### src/rtl/packet_word_streamer.sv
// Purpose: filters UART packets by destination, packs BYTES_PER_WORD bytes (LS first) into words, buffers them in a FIFO.
// Latency: final byte sampled at edge N -> FIFO write at edge N+1 -> opValid at edge N+2 when the output register is empty.
// Backpressure: opValid/opStream hold while !ipReady; a full FIFO drops pushed words and counts them. Optional: `PARTIAL_PAD_EN.

package packet_word_streamer_pkg;
    typedef struct packed {
        logic [7:0] Data;
        logic       Valid;
        logic       SoP;
        logic       EoP;
        logic [7:0] Destination;
    } UART_PACKET;
endpackage

module packet_word_streamer
    import packet_word_streamer_pkg::*;
#(
    parameter int         BYTES_PER_WORD = 2,
    parameter logic [7:0] DEST_ADDR      = 8'h10,
    parameter int         FIFO_DEPTH     = 256,
    localparam int        ADDR_W         = $clog2(FIFO_DEPTH)
)(
    input  logic                        ipClk,
    input  logic                        ipReset,
    input  UART_PACKET                  ipRxStream,
    input  logic                        ipReady,
    output logic [8*BYTES_PER_WORD-1:0] opStream,
    output logic                        opValid,
    output logic [ADDR_W:0]             opFIFO_Size,
    output logic [15:0]                 opDropCount
);

    localparam int                WORD_W    = 8 * BYTES_PER_WORD;
    localparam int                IDX_W     = (BYTES_PER_WORD > 1) ? $clog2(BYTES_PER_WORD) : 1;
    localparam logic [IDX_W-1:0]  LAST_IDX  = IDX_W'(BYTES_PER_WORD - 1);
    localparam logic [ADDR_W:0]   DEPTH_CNT = FIFO_DEPTH[ADDR_W:0];

    typedef enum logic [1:0] {IDLE, COLLECT, DISCARD} stateType;

    // Reset is asserted asynchronously; its release is expected to be synchronous to ipClk.
    stateType               state, stateNext;
    logic [IDX_W-1:0]       byteIdx, idxNext;
    logic [WORD_W-1:0]      wordBuf, wordNext;
    logic                   pushValid, pushNext;
    logic [WORD_W-1:0]      pushWord, pushWordNext;

    logic                   placeEn;
    logic [IDX_W-1:0]       placeIdx;
    logic [WORD_W-1:0]      merged;

    logic [WORD_W-1:0]      mem [FIFO_DEPTH];
    logic [ADDR_W-1:0]      wrPtr, rdPtr;
    logic [ADDR_W:0]        count;
    logic                   fifoFull, fifoEmpty, doWrite, doRead;

    // Input FSM: decide where the current beat's byte lands and whether a word completes.
    always_comb begin
        stateNext    = state;
        idxNext      = byteIdx;
        wordNext     = wordBuf;
        pushNext     = 1'b0;
        pushWordNext = '0;
        placeEn      = 1'b0;
        placeIdx     = '0;
        merged       = '0;

        if (ipRxStream.Valid) begin
            if (ipRxStream.SoP) begin
                // A start-of-packet always restarts word assembly, dropping any partial word.
                idxNext  = '0;
                wordNext = '0;
                if (ipRxStream.Destination == DEST_ADDR) begin
                    placeEn  = 1'b1;
                    placeIdx = '0;
                end else begin
                    stateNext = ipRxStream.EoP ? IDLE : DISCARD;
                end
            end else begin
                case (state)
                    COLLECT: begin
                        placeEn  = 1'b1;
                        placeIdx = byteIdx;
                    end
                    DISCARD: begin
                        if (ipRxStream.EoP) stateNext = IDLE;
                    end
                    default: ;
                endcase
            end
        end

        if (placeEn) begin
            // Lower bytes come from the word under assembly, upper bytes are zero (used for padding).
            for (int b = 0; b < BYTES_PER_WORD; b++) begin
                if (b < int'(placeIdx))
                    merged[8*b +: 8] = wordBuf[8*b +: 8];
                else if (b == int'(placeIdx))
                    merged[8*b +: 8] = ipRxStream.Data;
            end

            if (placeIdx == LAST_IDX) begin
                pushNext     = 1'b1;
                pushWordNext = merged;
                idxNext      = '0;
                wordNext     = '0;
                stateNext    = ipRxStream.EoP ? IDLE : COLLECT;
            end else if (ipRxStream.EoP) begin
`ifdef PARTIAL_PAD_EN
                pushNext     = 1'b1;
                pushWordNext = merged;
`endif
                idxNext      = '0;
                wordNext     = '0;
                stateNext    = IDLE;
            end else begin
                idxNext      = placeIdx + 1'b1;
                wordNext     = merged;
                stateNext    = COLLECT;
            end
        end
    end

    // Input FSM state, assembly buffer and the registered push stage.
    always_ff @(posedge ipClk or posedge ipReset) begin
        if (ipReset) begin
            state     <= IDLE;
            byteIdx   <= '0;
            wordBuf   <= '0;
            pushValid <= 1'b0;
            pushWord  <= '0;
        end else begin
            state     <= stateNext;
            byteIdx   <= idxNext;
            wordBuf   <= wordNext;
            pushValid <= pushNext;
            pushWord  <= pushWordNext;
        end
    end

    assign fifoFull    = (count == DEPTH_CNT);
    assign fifoEmpty   = (count == '0);
    assign doWrite     = pushValid && !fifoFull;
    assign doRead      = (!opValid || ipReady) && !fifoEmpty;
    assign opFIFO_Size = count;

    // FIFO storage; contents need no reset because the pointers define validity.
    always_ff @(posedge ipClk) begin
        if (doWrite) mem[wrPtr] <= pushWord;
    end

    // FIFO pointers and occupancy; pointers wrap naturally at the power-of-2 depth.
    always_ff @(posedge ipClk or posedge ipReset) begin
        if (ipReset) begin
            wrPtr <= '0;
            rdPtr <= '0;
            count <= '0;
        end else begin
            if (doWrite) wrPtr <= wrPtr + 1'b1;
            if (doRead)  rdPtr <= rdPtr + 1'b1;
            case ({doWrite, doRead})
                2'b10:   count <= count + 1'b1;
                2'b01:   count <= count - 1'b1;
                default: ;
            endcase
        end
    end

    // Saturating count of words lost because the FIFO was full when they arrived.
    always_ff @(posedge ipClk or posedge ipReset) begin
        if (ipReset) begin
            opDropCount <= '0;
        end else if (pushValid && fifoFull && (opDropCount != 16'hFFFF)) begin
            opDropCount <= opDropCount + 16'd1;
        end
    end

    // Output register: refills whenever it is empty or being consumed this cycle.
    always_ff @(posedge ipClk or posedge ipReset) begin
        if (ipReset) begin
            opStream <= '0;
            opValid  <= 1'b0;
        end else if (doRead) begin
            opStream <= mem[rdPtr];
            opValid  <= 1'b1;
        end else if (ipReady) begin
            opValid  <= 1'b0;
        end
    end

endmodule

### config.mk
export PLATFORM = sky130hd
export DESIGN_NAME = packet_word_streamer
export DESIGN_NICKNAME = d
export VERILOG_FILES = /design/src/rtl/packet_word_streamer.sv
export SDC_FILE = /design/constraint.sdc
export NUM_CORES = 2
export LEC_CHECK = 0
export BUFFER_PORTS_ARGS = -buffer_cell sky130_fd_sc_hd__buf_2
export CAP_MARGIN = 20
export CELL_PAD_IN_SITES_DETAIL_PLACEMENT = 0
export CELL_PAD_IN_SITES_GLOBAL_PLACEMENT = 1
export CORE_UTILIZATION = 30
export DETAILED_ROUTE_END_ITERATION = 10
export PLACE_DENSITY_LB_ADDON = 0.1
export SLEW_MARGIN = 10
export SYNTH_ARGS = -nofsm -noshare
export SYNTH_HDL_FRONTEND = slang
export SYNTH_SLANG_ARGS = --single-unit
### constraint.sdc
create_clock -name ipClk -period 5.05 [get_ports ipClk]
set_clock_uncertainty 0.2 [all_clocks]
set_input_delay 1.01 -clock ipClk [delete_from_list [all_inputs] [get_ports ipClk]]
set_output_delay 1.01 -clock ipClk [all_outputs]
set_load 0.01 [all_outputs]
==> reports/qor.log <==
INFO  routing        drcViolationCount=0
INFO  routing        routed-via-count=79000
INFO  global_route   globalRoute.totalOverflow=0
INFO  cts            tritoncts=yes
INFO  final_layout   final_design_area_no_fill=0.190mm^2
INFO  final_layout   drive_above_1_share=34.7%
INFO  logic_synthesis post_synth_num_cell_types=75
INFO  routing        1st_iter_drt_viols=8189
INFO  timing         maxClockFrequency=212MHz
INFO  global_route   grt_antenna_before_repair=47
INFO  power_and_ir_drop power.share.switching=29.7%
INFO  cts            clkSlewWorstSetupHoldPaths=0.06ns
INFO  floorplanning  initial_core_util=30.2%
INFO  critical_path  critPathKind=reg2reg
INFO  logic_synthesis synthAdderAreaFrac=0.121%
INFO  logic_synthesis synth_enable_flop_cells=4096
INFO  cts            clock_sinks=4182
INFO  critical_path  crit-reg2reg-launch=rdPtr[0]
INFO  routing        via_per_inst=5.11
INFO  floorplanning  placeable_core_region=0.533mm^2
INFO  cts            root_buffer=clkbuf_16
INFO  timing         period_share=93.5%
INFO  logic_synthesis synthFlopType=edfxtp_1
INFO  place          place.detailed.hpwl=333000um
INFO  logic_synthesis synth_area_leader_cell=edfxtp_1
INFO  timing         final_hold_viol_count=0
INFO  timing         slew_viol_final=0
INFO  floorplanning  io_pins=64
INFO  routing        totalWireLength=545000um
INFO  cts            cts_buffer_depth=4
INFO  status         failed_checks=antenna violations
INFO  cts            h-tree-depth=5
INFO  logic_synthesis ys_ff_latch=4182
INFO  critical_path  critical_path_arrival=5.42ns
INFO  power_and_ir_drop comb_power_share=20.8%
INFO  status         outcome=finished, violations left
INFO  cts            worstSkewPairLatency=1.01ns
INFO  cts            cts_made_buffers=465
INFO  floorplanning  die_x=735um
INFO  timing         transition_at_the_pin_with_the_smallest_max_transition_slack=1.23ns
INFO  floorplanning  num_rows=268
INFO  critical_path  critPathCaptureType=flip-flop
INFO  global_route   grt_start_max_net_pins=166
INFO  job            maxCapViolCount=0
INFO  power_and_ir_drop power.static_leakage=48.8nW
INFO  final_layout   syn_to_final_growth=18.3%
INFO  logic_synthesis post_synth_main_area_contributors=edfxtp_1 (76%), mux4_2 (16%), dfrtp_1 (1.3%), mux2i_1 (0.93%), nor2_1 (0.73%)
INFO  logic_synthesis synthCells=7060
INFO  worst_hold_path worst_hold_path_type=in2reg
INFO  floorplanning  floorplan.die_area=0.540mm^2
INFO  routing        postRouteAntennaNets=1
INFO  global_route   grt_pass1_vias=82000
INFO  cts            cts_repair_resize_count=0
INFO  logic_synthesis combinational_family_with_the_most_area_after_synthesis=multiplexers
INFO  power_and_ir_drop total_power=90.5mW
INFO  timing         number_of_failing_setup_endpoints_in_the_final_timing_report=0
INFO  critical_path  ff_to_ff_end=opStream[9]
INFO  critical_path  critical_path_required=5.75ns
INFO  global_route   grt_first_pass_wirelength=736000um
INFO  power_and_ir_drop seq_power_share=42.4%
INFO  timing         fin_worst_hold_slack=0.143ns
INFO  power_and_ir_drop power_switching=26.9mW
INFO  worst_hold_path worst_hold_path.num_cells=4
INFO  logic_synthesis syn_avg_cell_area=22.8um^2
INFO  logic_synthesis synthSimpleGateAreaFrac=1.94%
INFO  routing        detail_route.first_pass.iterations=5
INFO  cts            post-cts-setup-buffer-count=0
INFO  logic_synthesis synth.most_common_cell=edfxtp_1
INFO  floorplanning  vertical_extent_of_the_die=735um
INFO  power_and_ir_drop clock_power_share=36.8%
INFO  logic_synthesis synth_mux_area_share=16.8%
INFO  logic_synthesis mappedNetlistNets=7097
INFO  timing         max-slew-margin-rel=18.2%
INFO  final_layout   final_net_count=7933
INFO  critical_path  r2r_slack=0.33ns
INFO  logic_synthesis synth.yosys.seq_area_share=77.7%
INFO  global_route   grt_util_all_layers=19.9%
INFO  worst_hold_path min_from=ipRxStream[10]
INFO  critical_path  worst-path-max-fanout=20
INFO  place          placement.io_buffers=63
INFO  logic_synthesis yosys_warnings=0
INFO  power_and_ir_drop irDropWorstVdd=372uV
INFO  place          gp_congestion=0.795
INFO  worst_hold_path whs_endpoint=state[1]
INFO  timing         grt_setup_unrepaired=false
INFO  routing        routedWlPerCell=35.2um
INFO  logic_synthesis async_set_reset_flop_share_out_of_synthesis=2.06%
INFO  timing         setup-tns-final=0ns
INFO  power_and_ir_drop internal_power=63.6mW
INFO  timing         post-route-min-period=4.72ns
INFO  place          post_dp_cell_area=0.175mm^2
INFO  logic_synthesis fraction_of_synthesized_cell_area_taken_by_the_top_area_cell_type=76.4%
INFO  logic_synthesis synth_common_cells=edfxtp_1 (4096), mux4_2 (1115), nor2_1 (315), nand2_1 (174), clkbuf_1 (153)
INFO  critical_path  startpoint_type=flip-flop
INFO  logic_synthesis synthesis.area=0.161mm^2
INFO  logic_synthesis yosys.area_share.xor_xnor=0.196%
INFO  power_and_ir_drop power_density=475mW/mm^2
INFO  critical_path  depth_of_the_most_critical_reg_to_reg_path=9
INFO  logic_synthesis synth_compound_gate_area_share=1.82%
-- layer usage --
layer	track usage [%]	share of wire, %
met5	0	0.018
met4	4.87	2.7
met3	3.05	5.3
met2	32.5	48
met1	28.0	44
-- metrics by stage --
stage                     cells  setup slack, ns  util, %
after global placement    14600           -0.144     32.9
final                     15500            0.329     35.7
after detailed placement  14600           0.0606     32.9
after floorplan            7060            0.881        -
after global routing      15400            0.135     35.7
after CTS                 15400           0.0639     35.7
-- registers in the layout (all words and copies together), names as in the netlist, 8 cells and up --
signal / count
opFIFO_Size: 9
rdPtr: 8
wrPtr: 8
mem: 4096
opDropCount: 16
opStream: 16
wordBuf: 8
pushWord: 16
-- worst max path at each step --
stage	cells after the start	end	startpoint	slack, ns
2_1_floorplan	0	mem[0][0]	pushWord[0]	0.88
3_3_place_gp	8	opStream[9]	rdPtr[0]	-0.14
3_5_place_dp	9	opStream[9]	rdPtr[0]	0.06
4_1_cts	9	opStream[9]	rdPtr[0]	0.06
5_1_grt	9	opStream[9]	rdPtr[0]	0.13
6_report	9	opStream[9]	rdPtr[0]	0.33
-- power by group through the flow --
stage               clock network, mW  logic [mW]  registers [mW]
floorplan                           0        10.5            38.5
global placement                    0        19.2            39.2
detailed placement                  0        19.3            39.1
CTS                              34.2        19.3            38.4
global route                     35.3        19.7            38.3
finish                           33.3        18.8            38.4
-- cells by family after synthesis --
group           Yosys count
simple gates            703
xor+xnor                 36
fa+ha+maj                15
buf+inv                 409
flops                  4182
mux                    1302
compound gates          413
-- worst max-delay path, cell delays in order (launching register included) --
cell,delay (ns)
dfrtp_4,0.90
buf_16,0.32
buf_4,0.36
buf_4,0.33
mux4_2,0.52
mux4_2,0.56
mux2i_1,0.61
buf_4,0.27
a211oi_1,0.10
a221o_1,0.34
-- layout by cell type (no fill, tap or decap), types with 38 or more instances in the layout --
| cell type | instances |
|---|---|
| nand3_1 | 52 |
| dfrtp_1 | 62 |
| buf_12 | 99 |
| a22oi_1 | 45 |
| clkinv_1 | 99 |
| edfxtp_1 | 4096 |
| clkbuf_1 | 114 |
| nand2_1 | 158 |
| nor2_2 | 247 |
| buf_4 | 589 |
| mux2i_1 | 149 |
| bufinv_16 | 39 |
| clkbuf_16 | 469 |
| o22ai_1 | 45 |
| mux4_2 | 1115 |
| a21oi_1 | 64 |
| clkinv_2 | 85 |
| nor2_1 | 56 |
| o21ai_0 | 50 |
| buf_2 | 64 |
| mux2_2 | 38 |
-- what timing repair did --
item	in CTS	in global routing
endpoints found under the hold margin	59	0
endpoints found under the setup margin	0	0
hold buffers	10	0
-- area by class of cell --
cell class              instances  area, um^2
diodes                         30        75.1
clock buffers                 593       12300
clock inverters               260        2510
fillers                     49200      343000
inverters                      14        62.6
multi-input cells            2469       34400
flip-flops and latches       4182      125000
well taps                    7155        8950
repair buffers                764        6880
(Power assumes the default switching activity.)
